`src/rtl/mem_ctrl_pkg.sv`:
```
// Shared definitions for the memory controller: FSM state encoding,
// data width and the internal 3-bit access size codes.
package mem_ctrl_pkg;

    localparam int DATA_WIDTH = 32;

    typedef enum logic [1:0] {
        ST_IDLE  = 2'd0,
        ST_FETCH = 2'd1,
        ST_LOAD  = 2'd2,
        ST_STORE = 2'd3
    } state_e;

    localparam logic [2:0] SIZE_BYTE = 3'd1;
    localparam logic [2:0] SIZE_HALF = 3'd2;
    localparam logic [2:0] SIZE_WORD = 3'd4;

    // Narrow the 6-bit request size to the 3-bit byte count used internally.
    // Undefined sizes collapse to a word access.
    function automatic logic [2:0] size_code(input logic [5:0] size);
        case (size)
            6'd1:    size_code = SIZE_BYTE;
            6'd2:    size_code = SIZE_HALF;
            default: size_code = SIZE_WORD;
        endcase
    endfunction

endpackage

```
`src/rtl/mem_ctrl.sv`:
```
// mem_ctrl: arbiter between the CPU core and the byte-wide unified RAM port.
// Latches one-cycle request pulses from the fetcher, the LSB (loads) and the
// ROB (committed stores), serves them store > load > fetch as little-endian
// byte sequences, and returns a one-cycle done pulse to each requester.
//
// Ports:
//   clk, rst (async, active-low), rdy (global enable, low freezes state)
//   in_rob_misbranch            flush of speculative fetch/load traffic
//   in_fetcher_* / out_fetcher_*  instruction fetch request / done + word
//   in_lsb_*     / out_lsb_*      load request / done + extended data
//   in_rob_*     / out_rob_ce     store request / done
//   mem_din, mem_dout, mem_a, mem_wr  byte-wide RAM port
//   io_buffer_full               back-pressure for stores into the I/O region
module mem_ctrl #(
    parameter int         ADDR_W = 32,
    parameter logic [1:0] IO_SEL = 2'b11
) (
    input  logic              clk,
    input  logic              rst,
    input  logic              rdy,
    input  logic              in_rob_misbranch,
    input  logic              in_fetcher_ce,
    input  logic [ADDR_W-1:0] in_fetcher_addr,
    output logic              out_fetcher_ce,
    output logic [31:0]       out_fetcher_data,
    input  logic              in_lsb_ce,
    input  logic [5:0]        in_lsb_size,
    input  logic              in_lsb_signed,
    input  logic [ADDR_W-1:0] in_lsb_addr,
    output logic              out_lsb_ce,
    output logic [31:0]       out_lsb_data,
    input  logic              in_rob_ce,
    input  logic [5:0]        in_rob_size,
    input  logic [ADDR_W-1:0] in_rob_addr,
    input  logic [31:0]       in_rob_data,
    output logic              out_rob_ce,
    input  logic [7:0]        mem_din,
    output logic [7:0]        mem_dout,
    output logic [ADDR_W-1:0] mem_a,
    output logic              mem_wr,
    input  logic              io_buffer_full
);
    import mem_ctrl_pkg::*;

    // Active transfer
    state_e                  state_q, state_d;
    logic [2:0]              cnt_q, cnt_d;
    logic [ADDR_W-1:0]       op_addr_q, op_addr_d;
    logic [2:0]              op_size_q, op_size_d;
    logic                    op_signed_q, op_signed_d;
    logic [DATA_WIDTH-1:0]   op_data_q, op_data_d;

    // Pending request slots
    logic                    fetch_pend_q, fetch_pend_d;
    logic [ADDR_W-1:0]       fetch_addr_q, fetch_addr_d;
    logic                    load_pend_q, load_pend_d;
    logic [ADDR_W-1:0]       load_addr_q, load_addr_d;
    logic [2:0]              load_size_q, load_size_d;
    logic                    load_signed_q, load_signed_d;
    logic                    store_pend_q, store_pend_d;
    logic [ADDR_W-1:0]       store_addr_q, store_addr_d;
    logic [2:0]              store_size_q, store_size_d;
    logic [DATA_WIDTH-1:0]   store_data_q, store_data_d;

    // Registered requester outputs
    logic                    fetch_ce_q, fetch_ce_d;
    logic [DATA_WIDTH-1:0]   fetch_data_q, fetch_data_d;
    logic                    lsb_ce_q, lsb_ce_d;
    logic [DATA_WIDTH-1:0]   lsb_data_q, lsb_data_d;
    logic                    rob_ce_q, rob_ce_d;

    logic                    io_block;
    logic [1:0]              byte_idx;

    function automatic logic [DATA_WIDTH-1:0] extend_load(
        input logic [DATA_WIDTH-1:0] raw,
        input logic [2:0]            size,
        input logic                  sgn
    );
        case (size)
            SIZE_BYTE: extend_load = sgn ? {{24{raw[7]}}, raw[7:0]}   : {24'd0, raw[7:0]};
            SIZE_HALF: extend_load = sgn ? {{16{raw[15]}}, raw[15:0]} : {16'd0, raw[15:0]};
            default:   extend_load = raw;
        endcase
    endfunction

    // A store into the I/O region stalls on its current byte while the I/O
    // buffer is full.
    assign io_block = (op_addr_q[17:16] == IO_SEL) && io_buffer_full;

    // Read data lags its address by one cycle, so count k captures byte k-1.
    assign byte_idx = cnt_q[1:0] - 2'd1;

    always_comb begin
        state_d       = state_q;
        cnt_d         = cnt_q;
        op_addr_d     = op_addr_q;
        op_size_d     = op_size_q;
        op_signed_d   = op_signed_q;
        op_data_d     = op_data_q;
        fetch_pend_d  = fetch_pend_q;
        fetch_addr_d  = fetch_addr_q;
        load_pend_d   = load_pend_q;
        load_addr_d   = load_addr_q;
        load_size_d   = load_size_q;
        load_signed_d = load_signed_q;
        store_pend_d  = store_pend_q;
        store_addr_d  = store_addr_q;
        store_size_d  = store_size_q;
        store_data_d  = store_data_q;
        fetch_ce_d    = 1'b0;
        fetch_data_d  = fetch_data_q;
        lsb_ce_d      = 1'b0;
        lsb_data_d    = lsb_data_q;
        rob_ce_d      = 1'b0;

        if (in_fetcher_ce) begin
            fetch_pend_d = 1'b1;
            fetch_addr_d = in_fetcher_addr;
        end
        if (in_lsb_ce) begin
            load_pend_d   = 1'b1;
            load_addr_d   = in_lsb_addr;
            load_size_d   = size_code(in_lsb_size);
            load_signed_d = in_lsb_signed;
        end
        if (in_rob_ce) begin
            store_pend_d = 1'b1;
            store_addr_d = in_rob_addr;
            store_size_d = size_code(in_rob_size);
            store_data_d = in_rob_data;
        end
        // Speculative traffic is dropped, including pulses of this very cycle.
        // Stores are already committed and are never flushed.
        if (in_rob_misbranch) begin
            fetch_pend_d = 1'b0;
            load_pend_d  = 1'b0;
        end

        case (state_q)
            ST_IDLE: begin
                // Slot *_d values merge pending requests with same-cycle pulses.
                if (store_pend_d) begin
                    store_pend_d = 1'b0;
                    state_d      = ST_STORE;
                    cnt_d        = 3'd0;
                    op_addr_d    = store_addr_d;
                    op_size_d    = store_size_d;
                    op_signed_d  = 1'b0;
                    op_data_d    = store_data_d;
                end else if (load_pend_d) begin
                    load_pend_d = 1'b0;
                    state_d     = ST_LOAD;
                    cnt_d       = 3'd0;
                    op_addr_d   = load_addr_d;
                    op_size_d   = load_size_d;
                    op_signed_d = load_signed_d;
                    op_data_d   = '0;
                end else if (fetch_pend_d) begin
                    fetch_pend_d = 1'b0;
                    state_d      = ST_FETCH;
                    cnt_d        = 3'd0;
                    op_addr_d    = fetch_addr_d;
                    op_size_d    = SIZE_WORD;
                    op_signed_d  = 1'b0;
                    op_data_d    = '0;
                end
            end
            ST_FETCH, ST_LOAD: begin
                if (in_rob_misbranch) begin
                    state_d = ST_IDLE;
                end else begin
                    if (cnt_q != 3'd0) begin
                        op_data_d[{byte_idx, 3'b000} +: 8] = mem_din;
                    end
                    if (cnt_q == op_size_q) begin
                        state_d = ST_IDLE;
                        if (state_q == ST_FETCH) begin
                            fetch_ce_d   = 1'b1;
                            fetch_data_d = op_data_d;
                        end else begin
                            lsb_ce_d   = 1'b1;
                            lsb_data_d = extend_load(op_data_d, op_size_q, op_signed_q);
                        end
                    end else begin
                        cnt_d = cnt_q + 3'd1;
                    end
                end
            end
            ST_STORE: begin
                if (!io_block) begin
                    if (cnt_q == op_size_q - 3'd1) begin
                        state_d  = ST_IDLE;
                        rob_ce_d = 1'b1;
                    end else begin
                        cnt_d = cnt_q + 3'd1;
                    end
                end
            end
            default: state_d = ST_IDLE;
        endcase
    end

    always_ff @(posedge clk or negedge rst) begin
        if (!rst) begin
            state_q       <= ST_IDLE;
            cnt_q         <= '0;
            op_addr_q     <= '0;
            op_size_q     <= '0;
            op_signed_q   <= 1'b0;
            op_data_q     <= '0;
            fetch_pend_q  <= 1'b0;
            fetch_addr_q  <= '0;
            load_pend_q   <= 1'b0;
            load_addr_q   <= '0;
            load_size_q   <= '0;
            load_signed_q <= 1'b0;
            store_pend_q  <= 1'b0;
            store_addr_q  <= '0;
            store_size_q  <= '0;
            store_data_q  <= '0;
            fetch_ce_q    <= 1'b0;
            fetch_data_q  <= '0;
            lsb_ce_q      <= 1'b0;
            lsb_data_q    <= '0;
            rob_ce_q      <= 1'b0;
        end else if (rdy) begin
            state_q       <= state_d;
            cnt_q         <= cnt_d;
            op_addr_q     <= op_addr_d;
            op_size_q     <= op_size_d;
            op_signed_q   <= op_signed_d;
            op_data_q     <= op_data_d;
            fetch_pend_q  <= fetch_pend_d;
            fetch_addr_q  <= fetch_addr_d;
            load_pend_q   <= load_pend_d;
            load_addr_q   <= load_addr_d;
            load_size_q   <= load_size_d;
            load_signed_q <= load_signed_d;
            store_pend_q  <= store_pend_d;
            store_addr_q  <= store_addr_d;
            store_size_q  <= store_size_d;
            store_data_q  <= store_data_d;
            fetch_ce_q    <= fetch_ce_d;
            fetch_data_q  <= fetch_data_d;
            lsb_ce_q      <= lsb_ce_d;
            lsb_data_q    <= lsb_data_d;
            rob_ce_q      <= rob_ce_d;
        end
    end

    assign mem_a    = (state_q == ST_IDLE) ? '0 : op_addr_q + ADDR_W'(cnt_q);
    assign mem_wr   = rdy && (state_q == ST_STORE) && !io_block;
    assign mem_dout = (state_q == ST_STORE) ? op_data_q[{cnt_q[1:0], 3'b000} +: 8] : 8'd0;

    assign out_fetcher_ce   = fetch_ce_q;
    assign out_fetcher_data = fetch_data_q;
    assign out_lsb_ce       = lsb_ce_q;
    assign out_lsb_data     = lsb_data_q;
    assign out_rob_ce       = rob_ce_q;

endmodule

```
`config.mk`:
```
export PLATFORM = sky130hd
export DESIGN_NAME = mem_ctrl
export DESIGN_NICKNAME = d
export VERILOG_FILES = /design/src/rtl/mem_ctrl_pkg.sv /design/src/rtl/mem_ctrl.sv
export SDC_FILE = /design/constraint.sdc
export NUM_CORES = 1
export LEC_CHECK = 0
export ABC_AREA = 1
export BUFFER_PORTS_ARGS = -buffer_cell sky130_fd_sc_hd__buf_2
export CAP_MARGIN = 25
export CORE_MARGIN = 2
export CORE_UTILIZATION = 41
export CTS_CLUSTER_SIZE = 30
export DETAILED_ROUTE_END_ITERATION = 6
export PLACE_DENSITY_LB_ADDON = 0.3
export SLEW_MARGIN = 20
export SYNTH_ARGS = -nofsm -noshare
export SYNTH_HDL_FRONTEND = slang
export SYNTH_SLANG_ARGS = --single-unit
export TNS_END_PERCENT = 100
```
`constraint.sdc`:
```
create_clock -name clk -period 2.1 [get_ports clk]
set_input_delay 0.105 -clock clk [delete_from_list [all_inputs] [get_ports clk]]
set_output_delay 0.105 -clock clk [all_outputs]
set_load 0.02 [all_outputs]
```
==> summary.txt <==
Route
  – WL final: between 50000 and 60000 microns
  – Remaining DRCs: 0
  – DR pass1 iterations: 7
  – Via density: between 5 and 6
  – Drt initial violations: around 1300
  – Via count: about 16000
  – Drt wl/cell: about 18 microns
  – Antenna viol nets, final: 0

Power
  – PwrDens: 1220 mW/mm^2
  – Leakage power: 10.4 nW
  – Worst VDD drop: roughly 0.64 mV

Clock network
  – Clock buffer depth: 3
  – H-tree depth: 2
  – Worst-Skew Late Latency: between 500 and 600 ps
  – CTS root buf: clkbuf_16
  – Total CTS buffers: 34
  – CTS tree: built
  – Worst-path clk slew: approximately 60 ps
  – Sink Count: 278

Floorplan
  – Core area: between 0.03 and 0.04 sq mm
  – Die Ht: ~200 microns
  – Ports: around 270
  – Die ar.: between 0.03 and 0.04 sq mm
  – Die Wd: between 150 and 200 microns
  – Row count: 70
  – Initial core utilization: a little over two fifths

STA
  – Min Tclk post-route: between 2000 and 2500 ps
  – Final Cycle Share: 116%
  – Slew headroom: between 50% and 60%
  – RSZ-0062 raised after global routing: yes
  – Final setup viols: 36
  – Least-Margin Pin Slew: 748 ps
  – F_max: roughly 400 MHz
  – Clk_skew: about 22 ps
  – Pins Over Slew Limit: 0
  – Final hold vios: 0
  – TNS Setup: -5860 ps
  – Final WS setup: -341 ps
  – Min Hold Slack: around 3.1 ps

Cells and area
  – Nets: ~2700
  – Layout area overhead: 35.5%
  – Most common cell after layout, fill and taps aside: nand2_1
  – Most frequent cells in the layout: nand2_1 (734), o21ai_0 (325), dfrtp_1 (266), buf_2 (225), inv_1 (187)
  – Share of layout cells above drive strength 1: between 20% and 30%
  – Filler Cell Count: roughly 3400
  – Design area: between 0.02 and 0.025 sq mm

Run
  – Max-cap viol count: 0

Synthesis
  – Seq/Total Area, Yosys: ~45%
  – Synth warnings: 0
  – Syn_nets: approximately 2300
  – Post-synthesis xor/xnor area fraction: less than 1%
  – Register bit total from synthesis: about 280
  – Post-Synth Simple-Gate Area: 26.4%
  – Synth Area per Inst: 7.12 sq um
  – Synth cell types: between 40 and 50
  – Synth Area in Compound Gates: roughly 17%
  – Synth area leader: dfrtp_1
  – Multiplexer share of the synthesized area: 1.04%
  – Synth area leaders: dfrtp_1 (45%), nand2_1 (19%), o21ai_0 (12%)
  – Main combinational cell family by area after synthesis: simple AND/OR/NAND/NOR gates
  – Synth top area share: between 40% and 50%
  – Post-Synthesis Cells: ~2200
  – Adder and majority gate portion of the synthesized area: 1.27%
  – Mapped Area: 0.0154 sq mm

Critical path
  – R2R Path End: out_lsb_data[23]
  – Launch point of the worst reg-to-reg path: cnt_q[1]
  – WS Path Type: reg2out
  – Flop2flop setup slack: -10 ps
  – CP arrival: between 2000 and 2500 ps
  – Startpoint types: register
  – R2R depth: 14
  – CP required: roughly 2000 ps
  – CP max FO: 4
  – CP endpoint kind: output pin

Placement
  – Port-buffer cells: roughly 260
  – Placement Cell Area: about 0.017 sq mm
  – Gpl congestion: ~0.93
  – Hpwl dp: 37800 microns
  – Pre-CTS WS: about 58 ps

Run status
  – Failing checks: setup timing
  – Status: finished, violations left

GRT
  – Pin count of the biggest net entering global routing: 125
  – Total track usage: ~27%
  – First-pass GRT wire length: 83300 microns
  – Grt total ovfl: 0
  – Initial antenna violation count: 4
  – Vias in the first global route: ~15000

Worst hold path
  – Hold Startpoint: in_rob_data[24]
  – Hold endpoint: store_data_q[24]
  – Hold Path Class: in2reg
  – Hold depth: 5
[sequential cells by signal, indices dropped and copies added, names as in the netlist, 3 cells and up]
signal / cells
op_addr_q: 32
load_size_q: 3
cnt_q: 3
store_data_q: 32
op_size_q: 3
out_lsb_data: 32
store_size_q: 3
load_addr_q: 32
fetch_addr_q: 32
out_fetcher_data: 32
op_data_q: 32
store_addr_q: 32
[worst max path at each step]
stage                            start               end  slack, ps  cells after the start
after floorplan               cnt_q[0]  out_lsb_data[21]          7                     12
after global placement        cnt_q[0]         mem_a[30]         80                     10
after detailed placement      cnt_q[0]         mem_a[30]         60                     10
after CTS                 op_addr_q[0]         mem_a[20]       -300                     12
after global routing      op_addr_q[0]         mem_a[30]       -450                     10
final                     op_addr_q[0]         mem_a[30]       -340                     10
[repair_timing]
item	CTS	global route
cloned	0	7
pin swaps	16	45
endpoints found under the hold margin	390	0
hold buffers	110	0
resized for setup	108	180
endpoints found under the setup margin	33	113
buffers inserted	11	17
[per-stage QoR]
step                cells  utilization, %  power [mW]
floorplan            2159               -        13.6
global placement     2842            47.4        17.3
detailed placement   2842            47.4        17.4
CTS                  3024            54.5        24.2
global route         3047            56.6        26.9
finish               3049            56.6        25.4
[worst max-delay path, cell delays in order (launching register included)]
cell and delay, ps:
dfrtp_1 420, ha_4 190, fa_2 370, nand2_2 100, nand2_4 70, nand4_1 150, nor2_2 70, nand2_1 60
nand2_1 50, a21oi_2 160, buf_4 170
[routing by layer]
metal  GRT usage [%]  routed length [microns]  vias up
met5               0                       40        -
met4            10.9                     2180        6
met3            4.08                     3480      121
met2            45.3                    25900      657
met1            36.0                    23200     7620
li1                -                        -     7708
[synth_stat cells (all sizes together)]
master	number
inv	204
nand2	781
o31ai	3
nor2	115
dfrtp	278
ha	14
a31oi	2
a21oi	70
clkinv	3
o21a	1
xor2	3
nand3b	2
or2	2
mux2i	16
nand4	11
o211ai	1
nor3b	1
nand3	81
clkbuf	57
fa	1
o21ai	429
buf	60
xnor2	3
nor3	13
a22oi	8
[layout make-up]
| cell class | count | area (sq um) | share of cell area [%] |
|---|---|---|---|
| inverters | 207 | 798 | 3.83 |
| clock buffers | 51 | 1040 | 4.99 |
| clock inverters | 10 | 106 | 0.511 |
| flip-flops and latches | 278 | 6970 | 33.5 |
| well taps | 468 | 586 | 2.81 |
| diodes | 2 | 5.00 | 0.0240 |
| multi-input cells | 1561 | 7730 | 37.1 |
| repair buffers | 472 | 3580 | 17.2 |
[kinds of logic (layout without fill, tap and decap cells)]
group / Yosys count / after routing
other cells: 0 / 2
mux: 16 / 16
xor+xnor: 6 / 6
flops: 278 / 278
simple gates: 1006 / 1010
compound gates: 514 / 514
buf+inv: 324 / 740
fa+ha+maj: 15 / 15
[power by group]
group	total [mW]	internal, mW	switching [mW]
clock	6.06	3.67	2.39
combinational	11.5	4.20	7.29
sequential	7.85	6.74	1.11
(Power assumes the default switching activity.)
